## src/rtl/dmem_arb_pkg.sv

```systemverilog
// Shared types for the dmem_arbiter slice: FSM states, latched request record, range helper.
package dmem_arb_pkg;

    localparam int NUM_PORTS  = 2;
    localparam int REQ_DATA_W = 32;

    typedef enum logic {
        IDLE   = 1'b0,
        ACCESS = 1'b1
    } state_e;

    typedef struct packed {
        logic                  we;
        logic [31:0]           addr;
        logic [REQ_DATA_W-1:0] wdata;
        logic                  port;
    } dmem_req_t;

    function automatic logic addr_in_range(input logic [31:0] addr, input int addr_w);
        return (addr >> addr_w) == 32'd0;
    endfunction

endpackage

```

## src/rtl/dmem_arb_if.sv

```systemverilog
// One requester port of the data-memory arbiter: request handshake plus registered response.
interface dmem_arb_if #(
    parameter int DATA_W = 32
);
    logic              valid;
    logic              we;
    logic [31:0]       addr;
    logic [DATA_W-1:0] wdata;
    logic              ready;
    logic              rsp_valid;
    logic [DATA_W-1:0] rsp_rdata;
    logic              rsp_err;

    modport master (
        output valid, we, addr, wdata,
        input  ready, rsp_valid, rsp_rdata, rsp_err
    );

    modport slave (
        input  valid, we, addr, wdata,
        output ready, rsp_valid, rsp_rdata, rsp_err
    );
endinterface

```

## src/rtl/dmem_arb_picker.sv

```systemverilog
// Combinational winner select; fixed priority to port 0, or round-robin when DMEM_ARB_RR_EN is defined.
module dmem_arb_picker (
    input  logic valid0_i,
    input  logic valid1_i,
`ifdef DMEM_ARB_RR_EN
    input  logic last_i,
`endif
    output logic any_o,
    output logic port_o
);

    always_comb begin
        any_o = valid0_i | valid1_i;
`ifdef DMEM_ARB_RR_EN
        if (valid0_i && valid1_i) begin
            port_o = ~last_i;
        end else begin
            port_o = ~valid0_i;
        end
`else
        port_o = ~valid0_i;
`endif
    end

endmodule

```

## src/rtl/dmem_arbiter.sv

```systemverilog
// Two-port arbiter serialising CPU and loader accesses onto one dataMemory port.
// Round-robin tie-break is built when DMEM_ARB_RR_EN is defined, fixed priority otherwise.
//   state  | meaning
//   IDLE   | accept the picked request, or wait
//   ACCESS | drive memory from the latched request; write commits at the closing edge
module dmem_arbiter
    import dmem_arb_pkg::*;
#(
    parameter int ADDR_W = 8,
    parameter int DATA_W = REQ_DATA_W
) (
    input  logic              clk,
    input  logic              reset,
    dmem_arb_if.slave         port0,
    dmem_arb_if.slave         port1,
    output logic              mem_we_o,
    output logic [ADDR_W-1:0] mem_addr_o,
    output logic [DATA_W-1:0] mem_wdata_o,
    input  logic [DATA_W-1:0] mem_rdata_i
);

    state_e            state_q, state_d;
    dmem_req_t         req_q, req_d;
    logic              rsp_valid_q, rsp_valid_d;
    logic              rsp_port_q, rsp_port_d;
    logic              rsp_err_q, rsp_err_d;
    logic [DATA_W-1:0] rsp_rdata_q, rsp_rdata_d;
    logic              last_q, last_d;
    logic              pick_any, pick_port;
    logic              grant0, grant1;
    logic              in_range;

    dmem_arb_picker u_picker (
        .valid0_i (port0.valid),
        .valid1_i (port1.valid),
`ifdef DMEM_ARB_RR_EN
        .last_i   (last_q),
`endif
        .any_o    (pick_any),
        .port_o   (pick_port)
    );

    assign in_range = addr_in_range(req_q.addr, ADDR_W);

    always_comb begin
        state_d     = state_q;
        req_d       = req_q;
        rsp_valid_d = 1'b0;
        rsp_port_d  = rsp_port_q;
        rsp_err_d   = 1'b0;
        rsp_rdata_d = '0;
        last_d      = last_q;
        grant0      = 1'b0;
        grant1      = 1'b0;
        mem_we_o    = 1'b0;
        mem_addr_o  = '0;
        mem_wdata_o = '0;
        case (state_q)
            IDLE: begin
                // ready is combinational, so it must be masked while reset is held
                if (pick_any && !reset) begin
                    grant0      = ~pick_port;
                    grant1      = pick_port;
                    req_d.we    = pick_port ? port1.we    : port0.we;
                    req_d.addr  = pick_port ? port1.addr  : port0.addr;
                    req_d.wdata = pick_port ? port1.wdata : port0.wdata;
                    req_d.port  = pick_port;
                    last_d      = pick_port;
                    state_d     = ACCESS;
                end
            end
            ACCESS: begin
                mem_addr_o  = req_q.addr[ADDR_W-1:0];
                mem_wdata_o = req_q.wdata;
                mem_we_o    = req_q.we & in_range;
                rsp_valid_d = 1'b1;
                rsp_port_d  = req_q.port;
                rsp_err_d   = ~in_range;
                rsp_rdata_d = (in_range && !req_q.we) ? mem_rdata_i : '0;
                state_d     = IDLE;
            end
            default: state_d = IDLE;
        endcase
    end

    always_ff @(posedge clk or posedge reset) begin
        if (reset) begin
            state_q     <= IDLE;
            req_q       <= '0;
            rsp_valid_q <= 1'b0;
            rsp_port_q  <= 1'b0;
            rsp_err_q   <= 1'b0;
            rsp_rdata_q <= '0;
            last_q      <= 1'b1;
        end else begin
            state_q     <= state_d;
            req_q       <= req_d;
            rsp_valid_q <= rsp_valid_d;
            rsp_port_q  <= rsp_port_d;
            rsp_err_q   <= rsp_err_d;
            rsp_rdata_q <= rsp_rdata_d;
            last_q      <= last_d;
        end
    end

    assign port0.ready     = grant0;
    assign port1.ready     = grant1;
    assign port0.rsp_valid = rsp_valid_q & ~rsp_port_q;
    assign port1.rsp_valid = rsp_valid_q &  rsp_port_q;
    assign port0.rsp_err   = port0.rsp_valid & rsp_err_q;
    assign port1.rsp_err   = port1.rsp_valid & rsp_err_q;
    assign port0.rsp_rdata = port0.rsp_valid ? rsp_rdata_q : '0;
    assign port1.rsp_rdata = port1.rsp_valid ? rsp_rdata_q : '0;

endmodule

```

## src/flat_wrapper.sv

```systemverilog
// flat-port wrapper written by rule: the top's interface ports become plain ports
module dmem_arbiter_flat import dmem_arb_pkg::*;
#(
    parameter int ADDR_W = 8,
    parameter int DATA_W = REQ_DATA_W
)
  (clk, reset, mem_we_o, mem_addr_o, mem_wdata_o, mem_rdata_i, port0_valid, port0_we, port0_addr, port0_wdata, port0_ready, port0_rsp_valid, port0_rsp_rdata, port0_rsp_err, port1_valid, port1_we, port1_addr, port1_wdata, port1_ready, port1_rsp_valid, port1_rsp_rdata, port1_rsp_err);
  dmem_arb_if #(.DATA_W(DATA_W)) port0_i ();
  dmem_arb_if #(.DATA_W(DATA_W)) port1_i ();
  input  logic clk;
  input  logic reset;
  output logic mem_we_o;
  output logic [ADDR_W-1:0] mem_addr_o;
  output logic [DATA_W-1:0] mem_wdata_o;
  input  logic [DATA_W-1:0] mem_rdata_i;
  input wire logic [$bits(port0_i.valid)-1:0] port0_valid;
  input wire logic [$bits(port0_i.we)-1:0] port0_we;
  input wire logic [$bits(port0_i.addr)-1:0] port0_addr;
  input wire logic [$bits(port0_i.wdata)-1:0] port0_wdata;
  output wire logic [$bits(port0_i.ready)-1:0] port0_ready;
  output wire logic [$bits(port0_i.rsp_valid)-1:0] port0_rsp_valid;
  output wire logic [$bits(port0_i.rsp_rdata)-1:0] port0_rsp_rdata;
  output wire logic [$bits(port0_i.rsp_err)-1:0] port0_rsp_err;
  input wire logic [$bits(port1_i.valid)-1:0] port1_valid;
  input wire logic [$bits(port1_i.we)-1:0] port1_we;
  input wire logic [$bits(port1_i.addr)-1:0] port1_addr;
  input wire logic [$bits(port1_i.wdata)-1:0] port1_wdata;
  output wire logic [$bits(port1_i.ready)-1:0] port1_ready;
  output wire logic [$bits(port1_i.rsp_valid)-1:0] port1_rsp_valid;
  output wire logic [$bits(port1_i.rsp_rdata)-1:0] port1_rsp_rdata;
  output wire logic [$bits(port1_i.rsp_err)-1:0] port1_rsp_err;
  assign port0_i.valid = port0_valid;
  assign port0_i.we = port0_we;
  assign port0_i.addr = port0_addr;
  assign port0_i.wdata = port0_wdata;
  assign port0_ready = port0_i.ready;
  assign port0_rsp_valid = port0_i.rsp_valid;
  assign port0_rsp_rdata = port0_i.rsp_rdata;
  assign port0_rsp_err = port0_i.rsp_err;
  assign port1_i.valid = port1_valid;
  assign port1_i.we = port1_we;
  assign port1_i.addr = port1_addr;
  assign port1_i.wdata = port1_wdata;
  assign port1_ready = port1_i.ready;
  assign port1_rsp_valid = port1_i.rsp_valid;
  assign port1_rsp_rdata = port1_i.rsp_rdata;
  assign port1_rsp_err = port1_i.rsp_err;
  dmem_arbiter #(.ADDR_W(ADDR_W), .DATA_W(DATA_W)) u_core (.clk(clk), .reset(reset), .port0(port0_i), .port1(port1_i), .mem_we_o(mem_we_o), .mem_addr_o(mem_addr_o), .mem_wdata_o(mem_wdata_o), .mem_rdata_i(mem_rdata_i));
endmodule
```

## config.mk

```make
export PLATFORM = sky130hd
export DESIGN_NAME = dmem_arbiter_flat
export DESIGN_NICKNAME = d
export VERILOG_FILES = /design/src/rtl/dmem_arb_pkg.sv /design/src/rtl/dmem_arb_if.sv /design/src/rtl/dmem_arb_picker.sv /design/src/rtl/dmem_arbiter.sv /design/src/flat_wrapper.sv
export SDC_FILE = /design/constraint.sdc
export NUM_CORES = 1
export LEC_CHECK = 0
export CAP_MARGIN = 20
export CORE_UTILIZATION = 40
export CTS_CLUSTER_SIZE = 12
export DETAILED_ROUTE_END_ITERATION = 10
export GPL_TIMING_DRIVEN = 0
export PLACE_DENSITY = 0.76
export SETUP_SLACK_MARGIN = 0.15
export SLEW_MARGIN = 20
export SYNTH_ARGS = -nofsm -noshare
export SYNTH_HDL_FRONTEND = slang
export SYNTH_SLANG_ARGS = --single-unit
```

## constraint.sdc

```tcl
create_clock -name clk -period 6.1 [get_ports clk]
set_input_delay 1.22 -clock clk [delete_from_list [all_inputs] [get_ports clk]]
set_output_delay 1.22 -clock clk [all_outputs]
set_load 0.01 [all_outputs]
```

# == Word-level counts from Yosys, hierarchy flattened ==
# Cells that the tools add are included.
# Widths: inputs -> output; s select.
# op_classes
muxes,18
n_bitwise,10
reduce_logical,6
# ops
cell,count
$mux 32,7
$logic_not 32->1,1
$mux 1,9
$mux 8,1
$and 1x1->1,5
$not 1->1,4
$logic_and 1x1->1,2
$logic_not 1->1,2
$pmux 1 s2,1
$reduce_and 2->1,1
$or 1x1->1,1
# word_totals
ff_bits,102
output_inout_bits,111
word_cells,43

# == Depth between registers and ports, before layout ==
# logic_depth
word_depth,4
ltp_mapped,6

# == Modules after synthesis ==
# From an unflattened synthesis, not the netlist that was laid out.
# hier_totals
cells_unflattened,536
area_unflattened_um2,5296.3
# by_module_without_submodules
mod,n_inst,cells_each,area_per_inst_um2,seq_area_each_um2
dmem_arbiter,1,534,5286.3,2552.4
dmem_arb_picker,1,2,10.0,0.0

# == Least setup slack after synthesis ==
# Ideal clock, no wire load.
# synth_timing
path_type,input to output
startpoint,input port0_valid
endpoint,output port1_ready
arrival_time_ns,2.092
required_time_ns,4.880
setup_slack_ns,2.788
stages,4
path_cell_list,buf_6 buf_6 buf_6 nor4b_1
# synth_between
elab_chain_len,4
elab_cells_between_ends,5
cone_classes,2 x mux; 2 x bitwise; 1 x reduce/logical
# synth_lines
element,line,text
from (decl),flat_wrapper.sv:16,input wire logic [$bits(port0_i.valid)-1:0] port0_valid;
$or 1x1->1,dmem_arb_picker.sv:13,any_o = valid0_i | valid1_i;
$logic_and 1x1->1,dmem_arbiter.sv:61,if (pick_any && !reset) begin
$mux 1 (*),dmem_arbiter.sv:61,
$mux 1 (*),dmem_arbiter.sv:58,case (state_q)
to (decl),flat_wrapper.sv:28,output wire logic [$bits(port1_i.ready)-1:0] port1_ready;
# Mark *: on every way between the ends. The rest lies on a longest branch, timed or not.

# == Final worst setup path ==
# layout_timing
startpoint,input reset
endpoint,output port1_ready
# layout_between
elab_chain_len,4
# layout_lines
element,line,text
from (decl),flat_wrapper.sv:11,input logic reset;
$logic_not 1->1,dmem_arbiter.sv:61,
$logic_and 1x1->1,dmem_arbiter.sv:61,
$mux 1,dmem_arbiter.sv:61,
$mux 1,dmem_arbiter.sv:58,
# Every way passes these cells.

==> results.md <==
* Cell Area, Placed at approximately 8800 um^2
* Most frequent cells in the layout: 275 x clkdlybuf4s50_1, 102 x dfrtp_1, 75 x and2_1
* Clock skew at 0.009325 ns
* CP Buf/Inv Count at 2
* Deepest clock path buffer count at 2
* R2R depth at 4
* WL final at 15.23 mm
* Sw Share at 0.2538
* First-pass GRT wire length at 23.56 mm
* # Max-Cap Violations at 0
* # H-tree levels at 3
* Die ar. at 14,980 um^2
* Initial antenna violation count at 0
* Fin crit period at between 3 and 4 ns
* Comb power frac at 0.268
* Crit-path leading delay family: buffers and inverters
* Maximum clock rate at 0.2554 GHz
* Critical Path End Type: output port
* Post-synth EDFFs at 0
* DR DRC count at 0
* Most used cell, CP: clkdlybuf4s50_1
* Final net count at 916
* Most common cell after layout, fill and taps aside: clkdlybuf4s50_1
* Slew margin rel. at 0.7087
* Avg WL per Cell at 16.31 um
* Period utilisation layout at 0.6419
* Vias in the first global route at between 4,000 and 5,000
* Routability cong. at approximately 0.81
* Share of cells above drive strength 1 at 0.2745
* CP max stage cell: clkdlybuf4s50_1
* GRT overflow at 0
* Initial core utilization at 0.4146
* IO Count at 277
* Insertion delay to the later sink of the worst-skew pair at roughly 0.34 ns
* Total setup buffers inserted after CTS at 0
* Diodes inserted at 0
* Slew @ Worst Pin at between 0.4 and 0.5 ns
* Num CTS Buffers at 9
* Utilization after layout at 0.6483
* CTS tree: yes
* Final instance area at 9069 um^2
* Core area at 13,990 um^2
* Internal power at 1.364 mW
* Cells after synthesis at 463
* Synth warnings at 0
* Synthesized Nets at 629
* WHS Path Cells at 0
* Setup violations, final at 0
* Final ANT Viol Nets at 0
* Pwr Density at 201.6 nW/um^2
* Synth unique cells at 22
* Clock root buffer: clkbuf_16
* CTS Hold Bufs at 0
* Clock sinks at around 100
* Die width at 122.4 um
* FILL cells at 1,093
* Reg clk slew, reported paths at roughly 0.07 ns
* Peak VDD IR at 0.1172 mV
* RSZ-0062 raised after global routing: false
* Final Hold Viols at 0
* Post-CTS Resized at 0
* CP Cell Sequence: clkdlybuf4s50_1 > nor4b_1 > clkdlybuf4s50_1
* Seq/Total Area, Yosys at 0.4401
* Vias per cell at 4.762
* Critical Path Stages at 3
* CP Data Arrival Time at 2.70 ns
* Worst endpoint required time at about 4.9 ns
* DRT iter0 DRCs at 103
* Worst min path class: flip-flop to flip-flop
* P_sw at 464.0 uW
* Rows at 43
* Pins Over Slew Limit at 0
* Area Growth Syn to Fin at 56.38%
* Static Leakage at 3.816 nW
* Hpwl dp at 12.16 mm
* Vias at 4,448
* Mapped Avg Cell Area at 12.53 um^2
* GRT Total Usage at 0.2055
* Setup total negative slack at 0 ns
* Flops & latches, synth at a little over 100
* Crit path kind: input pin to output port
* Sequential share of power at 0.453
* Crit-path max FO at 3
* Die H at between 100 and 150 um
* IO Port Bufs at 275
* Drt first pass iters at 4
* Cell Area, Synth at 5799 um^2
* Asr flop ratio synth at 1.000
* Setup crit start kind: input pin
* Pwr Total at 1.828 mW
* Most used DFF post-synth: dfrtp_1
* Final Hold Slack at 0.3957 ns
* Status: complete, no violations
* Slowest Stage Delay on Critical Path at 0.62 ns
* Clock power share at 0.279
* Largest net degree at the start of global routing at 81
[power groups by stage]
| stage | Combinational, mW | Sequential [mW] | Clock, mW |
|---|---|---|---|
| 2_1_floorplan | 0.282 | 0.819 | 0 |
| 3_3_place_gp | 0.481 | 0.834 | 0 |
| 3_5_place_dp | 0.496 | 0.840 | 0 |
| 4_1_cts | 0.498 | 0.828 | 0.524 |
| 5_1_grt | 0.529 | 0.841 | 0.553 |
| 6_report | 0.491 | 0.828 | 0.510 |
[cell families after synthesis]
logic type | after synthesis | synth area share
buf+inv | 40 | 0.04638
flops | 102 | 0.4401
simple gates | 187 | 0.2121
compound gates | 3 | 0.003668
mux | 131 | 0.2977
[routing by layer]
layer / up-vias / part of all wire / track usage
met5: - / 0 / 0
met4: 0 / 0.014 / 0.07241
met3: 16 / 0.064 / 0.04322
met2: 167 / 0.53 / 0.3722
met1: 2110 / 0.40 / 0.2378
li1: 2155 / - / -
[final timing paths]
path / startpoint / end / slack [ns]
max reg2reg: u_core.req_q[60] / u_core.rsp_rdata_q[21] / 4.42
min: u_core.state_q / u_core.rsp_valid_q / 0.40
max in group asynchronous: reset / u_core.req_q[11] / 4.15
min reg2reg: u_core.state_q / u_core.rsp_valid_q / 0.40
min in group asynchronous: reset / u_core.req_q[27] / 1.31
max: reset / port1_ready / 2.18
[final cells by class]
type / instances / area, um^2 / area share
well taps: 180 / 225.2 / 0.02483
clock buffers: 12 / 236.5 / 0.02608
clock inverters: 3 / 22.52 / 0.002483
plain buffers: 39 / 265.3 / 0.02925
inverters: 1 / 8.758 / 0.0009658
multi-input cells: 321 / 2978 / 0.3284
repair buffers: 276 / 2780 / 0.3066
flip-flops and latches: 102 / 2552 / 0.2815
[stage by stage]
stage | worst slack, ns | instances
after floorplan | 2.205 | 463
after global placement | 0.7061 | 918
after detailed placement | 2.176 | 919
after CTS | 2.152 | 934
after global routing | 2.090 | 934
final | 2.185 | 934
[sequential cells by signal (all words and copies together), names as in the netlist]
name                cells
u_core.rsp_err_q        1
u_core.state_q          1
u_core.rsp_port_q       1
u_core.rsp_valid_q      1
u_core.rsp_rdata_q     32
u_core.req_q           66
[synthesized netlist by cell type, types with 3 or more instances]
cell type,count,share of area
and2_1,75,0.081
and3_1,33,0.036
buf_2,11,0.0095
buf_6,14,0.027
clkbuf_1,14,0.0091
dfrtp_1,102,0.44
mux2_2,64,0.12
mux2_4,67,0.17
nand2_1,34,0.022
nor3_1,3,0.0026
nor3_2,30,0.052
nor4_2,4,0.0086
No activity file was read; power rests on OpenSTA's default activity.
